--- config.mk ---
export PLATFORM = sky130hd
export DESIGN_NAME = player_motion_ctrl
export DESIGN_NICKNAME = d
export VERILOG_FILES = /design/src/rtl/player_motion_ctrl.sv
export SDC_FILE = /design/constraint.sdc
export NUM_CORES = 1
export LEC_CHECK = 0
export ABC_AREA = 1
export BUFFER_PORTS_ARGS = -buffer_cell sky130_fd_sc_hd__buf_2
export CAP_MARGIN = 15
export CORE_MARGIN = 1
export CORE_UTILIZATION = 35
export CTS_CLUSTER_DIAMETER = 100
export DETAILED_ROUTE_END_ITERATION = 10
export PLACE_DENSITY = 0.52
export SYNTH_ARGS = -nofsm -noshare
export SYNTH_HDL_FRONTEND = slang
export SYNTH_SLANG_ARGS = --single-unit
--- constraint.sdc ---
create_clock -name Clk -period 2.87 [get_ports Clk]
set_input_delay 0.287 -clock Clk [delete_from_list [all_inputs] [get_ports Clk]]
set_output_delay 0.287 -clock Clk [all_outputs]
set_load 0.02 [all_outputs]
--- src/rtl/player_motion_ctrl.sv ---
// Per-frame player movement controller: bounds-checks a one-step move, probes the
// collision RAM at two leading-edge points, then commits or rejects. Define PLAYER_NOCLIP_EN to ignore collisions.
module player_motion_ctrl #(
    parameter int MAP_W   = 320,
    parameter int MAP_H   = 240,
    parameter int SPR_W   = 16,
    parameter int SPR_H   = 16,
    parameter int STEP    = 1,
    parameter int START_X = 152,
    parameter int START_Y = 112
) (
    input  logic        Clk,
    input  logic        Reset,
    input  logic        frame_tick,
    input  logic [7:0]  keycode,
    output logic [18:0] col_addr,
    input  logic [3:0]  col_data,
    output logic [8:0]  pos_x,
    output logic [7:0]  pos_y,
    output logic [1:0]  facing,
    output logic        moving,
    output logic        busy
);

    typedef enum logic [2:0] {S_IDLE, S_ISSUE0, S_ISSUE1, S_CHECK0, S_CHECK1} state_t;
    typedef enum logic [1:0] {DIR_UP = 2'd0, DIR_LEFT = 2'd1, DIR_DOWN = 2'd2, DIR_RIGHT = 2'd3} dir_t;

    localparam logic [9:0] STEP_X = 10'(STEP);
    localparam logic [8:0] STEP_Y = 9'(STEP);
    localparam logic [9:0] X_MAX  = 10'(MAP_W - SPR_W);
    localparam logic [8:0] Y_MAX  = 9'(MAP_H - SPR_H);

    state_t      r_state;
    dir_t        r_dir;
    dir_t        r_facing;
    logic [8:0]  r_pos_x;
    logic [7:0]  r_pos_y;
    logic [8:0]  r_cand_x;
    logic [7:0]  r_cand_y;
    logic [18:0] r_col_addr;
    logic        r_moving;
    logic        r_busy;
    logic        r_blk0;

    logic        w_key_valid;
    dir_t        w_key_dir;
    logic [9:0]  w_cand_x;
    logic [8:0]  w_cand_y;
    logic        w_in_bounds;
    logic [8:0]  w_right;
    logic [7:0]  w_bottom;
    logic [8:0]  w_p0_x, w_p1_x;
    logic [7:0]  w_p0_y, w_p1_y;
    logic        w_blk;

    function automatic logic [18:0] addr_of(input logic [8:0] x, input logic [7:0] y);
        return 19'(y) * 19'(MAP_W) + 19'(x);
    endfunction

    // NOTE: every always_comb output gets a default first so no path leaves it unassigned (no latch).
    always_comb begin
        w_key_valid = 1'b1;
        w_key_dir   = DIR_DOWN;
        case (keycode)
            8'h1A:   w_key_dir = DIR_UP;
            8'h04:   w_key_dir = DIR_LEFT;
            8'h16:   w_key_dir = DIR_DOWN;
            8'h07:   w_key_dir = DIR_RIGHT;
            default: w_key_valid = 1'b0;
        endcase
    end

    // One bit wider so a step below zero wraps to a huge value and fails the max check.
    always_comb begin
        w_cand_x = {1'b0, r_pos_x};
        w_cand_y = {1'b0, r_pos_y};
        case (w_key_dir)
            DIR_UP:   w_cand_y = {1'b0, r_pos_y} - STEP_Y;
            DIR_LEFT: w_cand_x = {1'b0, r_pos_x} - STEP_X;
            DIR_DOWN: w_cand_y = {1'b0, r_pos_y} + STEP_Y;
            default:  w_cand_x = {1'b0, r_pos_x} + STEP_X;
        endcase
    end

    assign w_in_bounds = (w_cand_x <= X_MAX) && (w_cand_y <= Y_MAX);

    assign w_right  = r_cand_x + 9'(SPR_W - 1);
    assign w_bottom = r_cand_y + 8'(SPR_H - 1);

    always_comb begin
        w_p0_x = r_cand_x;
        w_p0_y = r_cand_y;
        w_p1_x = w_right;
        w_p1_y = r_cand_y;
        case (r_dir)
            DIR_UP: begin
                w_p0_x = r_cand_x; w_p0_y = r_cand_y;
                w_p1_x = w_right;  w_p1_y = r_cand_y;
            end
            DIR_DOWN: begin
                w_p0_x = r_cand_x; w_p0_y = w_bottom;
                w_p1_x = w_right;  w_p1_y = w_bottom;
            end
            DIR_LEFT: begin
                w_p0_x = r_cand_x; w_p0_y = r_cand_y;
                w_p1_x = r_cand_x; w_p1_y = w_bottom;
            end
            default: begin
                w_p0_x = w_right;  w_p0_y = r_cand_y;
                w_p1_x = w_right;  w_p1_y = w_bottom;
            end
        endcase
    end

`ifdef PLAYER_NOCLIP_EN
    // Probe data is still consumed so timing is unchanged; it just never blocks.
    assign w_blk = (|col_data) & 1'b0;
`else
    assign w_blk = |col_data;
`endif

    // NOTE: sequential state uses non-blocking assignments so every register sees pre-edge values.
    always_ff @(posedge Clk) begin
        if (Reset) begin
            r_state    <= S_IDLE;
            r_dir      <= DIR_DOWN;
            r_facing   <= DIR_DOWN;
            r_pos_x    <= 9'(START_X);
            r_pos_y    <= 8'(START_Y);
            r_cand_x   <= 9'(START_X);
            r_cand_y   <= 8'(START_Y);
            r_col_addr <= '0;
            r_moving   <= 1'b0;
            r_busy     <= 1'b0;
            r_blk0     <= 1'b0;
        end else begin
            case (r_state)
                S_IDLE: begin
                    if (frame_tick) begin
                        if (!w_key_valid) begin
                            r_moving <= 1'b0;
                        end else begin
                            r_facing <= w_key_dir;
                            r_dir    <= w_key_dir;
                            r_cand_x <= w_cand_x[8:0];
                            r_cand_y <= w_cand_y[7:0];
                            if (w_in_bounds) begin
                                r_state <= S_ISSUE0;
                                r_busy  <= 1'b1;
                            end else begin
                                r_moving <= 1'b0;
                            end
                        end
                    end
                end
                S_ISSUE0: begin
                    r_col_addr <= addr_of(w_p0_x, w_p0_y);
                    r_state    <= S_ISSUE1;
                end
                S_ISSUE1: begin
                    r_col_addr <= addr_of(w_p1_x, w_p1_y);
                    r_state    <= S_CHECK0;
                end
                S_CHECK0: begin
                    r_blk0  <= w_blk;
                    r_state <= S_CHECK1;
                end
                S_CHECK1: begin
                    if (!r_blk0 && !w_blk) begin
                        r_pos_x  <= r_cand_x;
                        r_pos_y  <= r_cand_y;
                        r_moving <= 1'b1;
                    end else begin
                        r_moving <= 1'b0;
                    end
                    r_state <= S_IDLE;
                    r_busy  <= 1'b0;
                end
                default: begin
                    r_state <= S_IDLE;
                    r_busy  <= 1'b0;
                end
            endcase
        end
    end

    assign col_addr = r_col_addr;
    assign pos_x    = r_pos_x;
    assign pos_y    = r_pos_y;
    assign facing   = r_facing;
    assign moving   = r_moving;
    assign busy     = r_busy;

endmodule

# Yosys cells after proc, flatten, opt, wreduce, memory -nomap -nowiden
# Index checks and enable logic that the tools add are counted.
[totals]
register_bits = 61
out_inout_bits = 40
input_bits = 15
elab_cells = 80
[op_classes]
eq_ne = 16
mul = 2
muxes = 22
add_sub_neg = 8
reduce_logical = 19
n_bitwise = 1
magnitude_cmp = 2
[ops]
columns = ["operator", "n"]
rows = [
  ["case mux 19 bit (2 select lines)", 1],
  ["adder 17 x 9 -> 18 bit", 2],
  ["multiplier 8 x 3 -> 11 bit, second input constant", 2],
  ["case mux 10 bit (2 select lines)", 1],
  ["2-to-1 mux 9 bit", 2],
  ["case mux 9 bit (2 select lines)", 1],
  ["equality test 8 x 3 -> 1 bit, second input constant", 2],
  ["equality test 8 x 5 -> 1 bit, second input constant", 2],
  ["2-to-1 mux 8 bit", 2],
  ["case mux 3 bit (4 select lines)", 1],
  ["adder 9 x 1 -> 10 bit, second input constant", 1],
  ["less-or-equal comparator 10 x 9 -> 1 bit, second input constant", 1],
  ["subtractor 9 x 1 -> 10 bit, second input constant", 1],
  ["adder 8 x 1 -> 9 bit, second input constant", 1],
  ["adder 9 x 4 -> 9 bit, second input constant", 1],
  ["less-or-equal comparator 9 x 8 -> 1 bit, second input constant", 1],
  ["2-to-1 mux 3 bit", 3],
  ["AND reduction 3 bit", 3],
  ["subtractor 8 x 1 -> 9 bit, second input constant", 1],
  ["adder 8 x 4 -> 8 bit, second input constant", 1],
  ["2-to-1 mux 1 bit", 8],
  ["OR reduction 4 bit", 2],
  ["equality test 3 x 2 -> 1 bit, second input constant", 2],
  ["!= test 2 bit, second input constant", 3],
  ["other kinds (17)", 25],
]

# Logic depth before layout (Yosys ltp)
[depth]
word_depth = 11
ltp_mapped = 25
ltp_nobuf = 25

# Least setup slack after synthesis
# OpenSTA, ideal clock, no wires.
[synth_path]
path_kind = "register to register"
startpoint = "register, netlist name facing[0]"
endpoint = "register r_col_addr[15], in the netlist col_addr[15]"
required_ns = 2.761
period_less_slack_ns = 3.160
slack_ns = -0.290
n_path_buf = 1
setup_ns = 0.109
t_arrival_ns = 3.051
path_stages_with_launch = 20
cell_sequence = "dfxtp_1 > inv_1 > nand2_1 > clkbuf_1 > nand2_1 > o21ai_0 > ha_1 > ha_1 > fa_1 > a21oi_1 > o21ai_0 > a21o_1 > a21oi_1 > nand3_1 > nand2_1 > o21ai_0 > nand3_1 > nand3_1 > nand2_1 > inv_1"
[synth_lines]
columns = ["item", "line", "source"]
rows = [
  ["end signal: assignment", "157", "r_col_addr <= addr_of(w_p0_x, w_p0_y);"],
  ["end signal: assignment", "161", "r_col_addr <= addr_of(w_p1_x, w_p1_y);"],
  ["end: declaration", "40", "logic [18:0] r_col_addr;"],
]

# Worst setup path after layout
[layout_path]
startpoint = "register r_cand_y[0]"
endpoint = "register r_col_addr[15], in the netlist col_addr[15]"
[layout_between]
elab_chain_cells = 5
elab_cells_between_ends = 8
classes_between = "3 x add/sub; 2 x mul; 3 x mux"
[layout_lines]
columns = ["item", "line", "source"]
rows = [
  ["start: declaration", "39", "logic [7:0] r_cand_y;"],
  ["start signal: assignment", "131", "r_cand_y <= 8'(START_Y);"],
  ["start signal: assignment", "146", "r_cand_y <= w_cand_y[7:0];"],
  ["adder 8 x 4 -> 8 bit", "88", "assign w_bottom = r_cand_y + 8'(SPR_H - 1);"],
  ["2-to-1 mux 8 bit", "95", "case (r_dir)"],
  ["multiplier 8 x 3 -> 11 bit", "57", "return 19'(y) * 19'(MAP_W) + 19'(x);"],
  ["adder 17 x 9 -> 18 bit", "57", ""],
  ["case mux 19 bit (2 select lines) (*)", "137", "case (r_state)"],
]
# Every way passes the cells marked *; elsewhere a longest branch is shown, timed or not. The select of a mux whose other input is x is not followed.
# A chain may end at the register's enable or synchronous reset.

==> results.txt <==
----------------------------------------------------
[STA]
  Final setup violation count ... 5
  Total Negative Setup Slacks ... -304 ps
  Worst path setup slack after routing ... -89.3 ps
  Final Max Slew Viols ... 0
  Setup repair after global routing missed its margin ... yes
  Count of final hold-check violations ... 0
  Worst Skew ... 5.42 ps
  Period utilisation layout ... 103%
  Slew at the pin with the worst max-slew slack ... 536 ps
  Worst slew slack as a fraction of its limit ... 64.2%
  Max Freq ... 0.338 GHz
  Minimum period implied by the final worst setup slack ... 2960 ps

[Pwr]
  IR Drop Worst-Case VDD ... 256 µV
  Power Dens Cells ... 372 nW/µm²
  Reported leakage power ... 3.68 nW

[Final layout]
  Number of nets in the layout ... 1013
  Number of diodes added for antenna fixing ... 0
  Layout Cells excl Fill ... 1130
  Area used by sequential logic in the layout ... 1210 µm²
  Area delta synth->final ... 37.7%
  Multi-input gate area in the final layout ... 3860 µm²
  Design Area, Final ... 7100 µm²
  Number of fill cells ... 1414
  Fraction of final layout cells sized beyond drive strength 1 ... 31.7%

[Synthesis]
  Mean Syn Cell Area ... 6.43 µm²
  Area contributors post-synth ... dfxtp_1, nand2_1, ha_1
  Number of instances in the synthesized netlist ... 802
  Most frequently used cell type in the post-synthesis netlist ... nand2_1
  Net count of the mapped netlist ... 870
  Proportion of synthesized flip-flops having asynchronous set or reset ... 0%
  Number of synthesized flops with an enable pin ... 0
  Synthesis-stage register bit count ... 60
  Commonest cells in the netlist ... nand2_1, inv_1, o21ai_0, nand3_1, nor2_1
  Most used flip-flop cell after synthesis ... dfxtp_1
  Biggest area consumer among synthesized cells ... dfxtp_1
  Yosys top cell area share ... 23.3%
  Number of warnings issued by yosys ... 0
  Sequential cell area fraction in the yosys report ... 23.3%
  Cell variety after synth ... 42
  Post-synth design cell area ... 5150 µm²

[Status]
  Failing checks ... negative setup slack
  Result of the run ... complete, but fails checks

[Floorplanning]
  Core Rows ... 43
  I/O Pins ... 55
  Overall die width ... 123 µm
  Vert. Die Dim ... 123 µm
  Die area ... 15200 µm²
  Standard cell core area ... 14100 µm²
  Initial Util ... 36.4%

[GRT]
  Overall global routing resource usage ... 20.2%
  Global-route wire length before repair ... 24400 µm
  Via count of the first global-routing pass ... 5253
  Number of antenna violations at the first check in global routing ... 0
  Remaining Overflow, GRT ... 0
  Pin count of the biggest net entering global routing ... 36

[Worst setup path]
  CP startpoint kind ... flip-flop
  Data required time of the worst path ... 3100 ps
  Critical Path End Type ... flip-flop
  Arrival time of data at the critical path endpoint ... 3190 ps
  Register-to-register setup slack ... -90 ps
  Type of the worst setup path ... flip-flop to flip-flop
  Maximum fanout along the worst path ... 4

[Routing]
  Final routed DRC violation total ... 0
  Detailed-router iteration count before antenna repair ... 5
  Iter 0 DRT Violations ... 307
  Per-cell routed wire length ... 13.0 µm
  Post-detailed-route count of antenna-violating nets ... 0
  Total wire length after detailed routing ... 14700 µm
  DR vias/cell ... 4.87
  Via total after detailed routing ... 5503

[Placed design]
  Post-DP HPWL ... 11200 µm
  DP Cell Count ... 1092
  Area after detailed placement ... 6170 µm²
  Pre-CTS setup slack ... -367 ps
  Weighted congestion at the end of routability-driven global placement ... 0.822
  Port-buffer cells ... 53

[Clock network]
  TritonCTS clock tree ... done
  TritonCTS sink count ... 60
  Latest clock arrival within the worst-skew pair ... 330 ps
  Root buffer selected by CTS ... clkbuf_16
  Number of hold-repair buffers added at the cts stage ... 0
  Maximum buffer depth of the clock tree ... 2
  CTS Buf Count ... 9
  Number of H-tree levels ... 3
  Clock transition time at the flip-flop clock pins of the worst setup and hold paths ... 60 ps

[Job]
  Max-capacitance violation count ... 0

[Min path]
  Class of the tightest hold or removal check ... input port to flip-flop

----------------------------------------------------
## worst max-delay path, cell delays in order (launching register included)
cell,delay [ps]
dfxtp_2,330
inv_4,90
nand3_4,90
xor2_2,160
buf_4,150
o21ai_4,170
ha_4,240
ha_4,160
fa_2,380
a21oi_2,180
o21ai_2,80
a21o_1,170
a21oi_2,160
nand3_2,110
nand2_1,70
o21ai_0,80
nand3_1,70
nand3_1,90
nand2_1,70
inv_1,30
## logic make-up (layout without fill, tap and decap cells)
family                   Yosys count  in the layout  synth area share (%)
AND/OR/NAND/NOR                  367            367                  31.8
AO/OA/AOI/OAI                    160            160                  17.1
buffers and inverters            144            292                  11.0
flip-flops                        60             60                  23.3
adder cells (fa/ha/maj)           53             53                  13.7
XOR/XNOR                          17             17                  2.89
other                              1              1                0.0727
## layout by cell type, fill, tap and decap left out, types with 4 or more instances in the layout
| cell | n |
|---|---|
| nand2_4 | 7 |
| ha_1 | 34 |
| o221ai_1 | 5 |
| xor2_1 | 10 |
| nand4_1 | 7 |
| nand3_1 | 56 |
| inv_1 | 102 |
| ha_4 | 10 |
| dfxtp_2 | 5 |
| nand3b_1 | 5 |
| nor2_1 | 50 |
| fa_2 | 4 |
| nor3_1 | 4 |
| a21oi_2 | 11 |
| nand2_1 | 185 |
| a21oi_1 | 45 |
| inv_2 | 12 |
| inv_4 | 5 |
| buf_4 | 101 |
| o21ai_1 | 14 |
| clkbuf_16 | 9 |
| o21ai_0 | 45 |
| nand3_2 | 12 |
| nor2_4 | 9 |
| dfxtp_1 | 54 |
| nand2_2 | 10 |
| buf_2 | 53 |
| o21ai_2 | 14 |
| o211ai_1 | 11 |
| nor2_2 | 10 |
## power breakdown
group	leakage, nW	internal (W)	switching (W)
Sequential	0.486	0.000841	0.00000595
Clock	0.141	0.000673	0.000394
Combinational	3.05	0.000346	0.000379
## flip-flops by register name (all words and copies together) (netlist names), 2 cells and up
signal    cells
facing        2
pos_y         8
r_state       3
pos_x         9
r_cand_x      9
r_cand_y      8
col_addr     18
## area by class of cell
type,count,share of cell area (%)
inverter,119,6.47
tap,180,3.17
clock buffer,12,3.33
clock inverter,4,0.687
timing repair buffer,157,14.9
sequential,60,17.1
multi-input combinational,598,54.4
## path summary, 6_finish.rpt
check	from	to	depth (start not counted)
max	r_cand_y[0]$_SDFFE_PP0P_	col_addr[15]$_SDFFE_PP0P_	19
min	col_data[2]	r_blk0$_SDFFE_PP0P_	3
max reg2reg	r_cand_y[0]$_SDFFE_PP0P_	col_addr[15]$_SDFFE_PP0P_	19
min reg2reg	col_addr[17]$_SDFFE_PP0P_	col_addr[17]$_SDFFE_PP0P_	2
## metal layers
layer / share of wire, % / wire (µm) / up-vias / track usage (%)
met4: 0.96 / 141 / 0 / 5.42
met1: 47 / 6870 / 2479 / 25.7
met5: 0 / 0 / - / 0
li1: - / - / 2912 / -
met2: 50 / 7320 / 100 / 35.7
met3: 2.7 / 396 / 12 / 2.63
## what timing repair did
action / in CTS / in global routing
buffers inserted: 15 / 8
setup endpoints to repair: 7 / 9
pin swaps: 45 / 33
gates resized for setup: 75 / 52
## through the flow
stage / utilization (%) / power [W] / hold WS (ps)
2_1_floorplan: - / 0.00120 / 452
3_3_place_gp: 43.6 / 0.00140 / 427
3_5_place_dp: 43.6 / 0.00141 / 429
4_1_cts: 48.4 / 0.00258 / 223
5_1_grt: 50.2 / 0.00278 / 247
6_report: 50.2 / 0.00264 / 224
(Power assumes the default switching activity.)
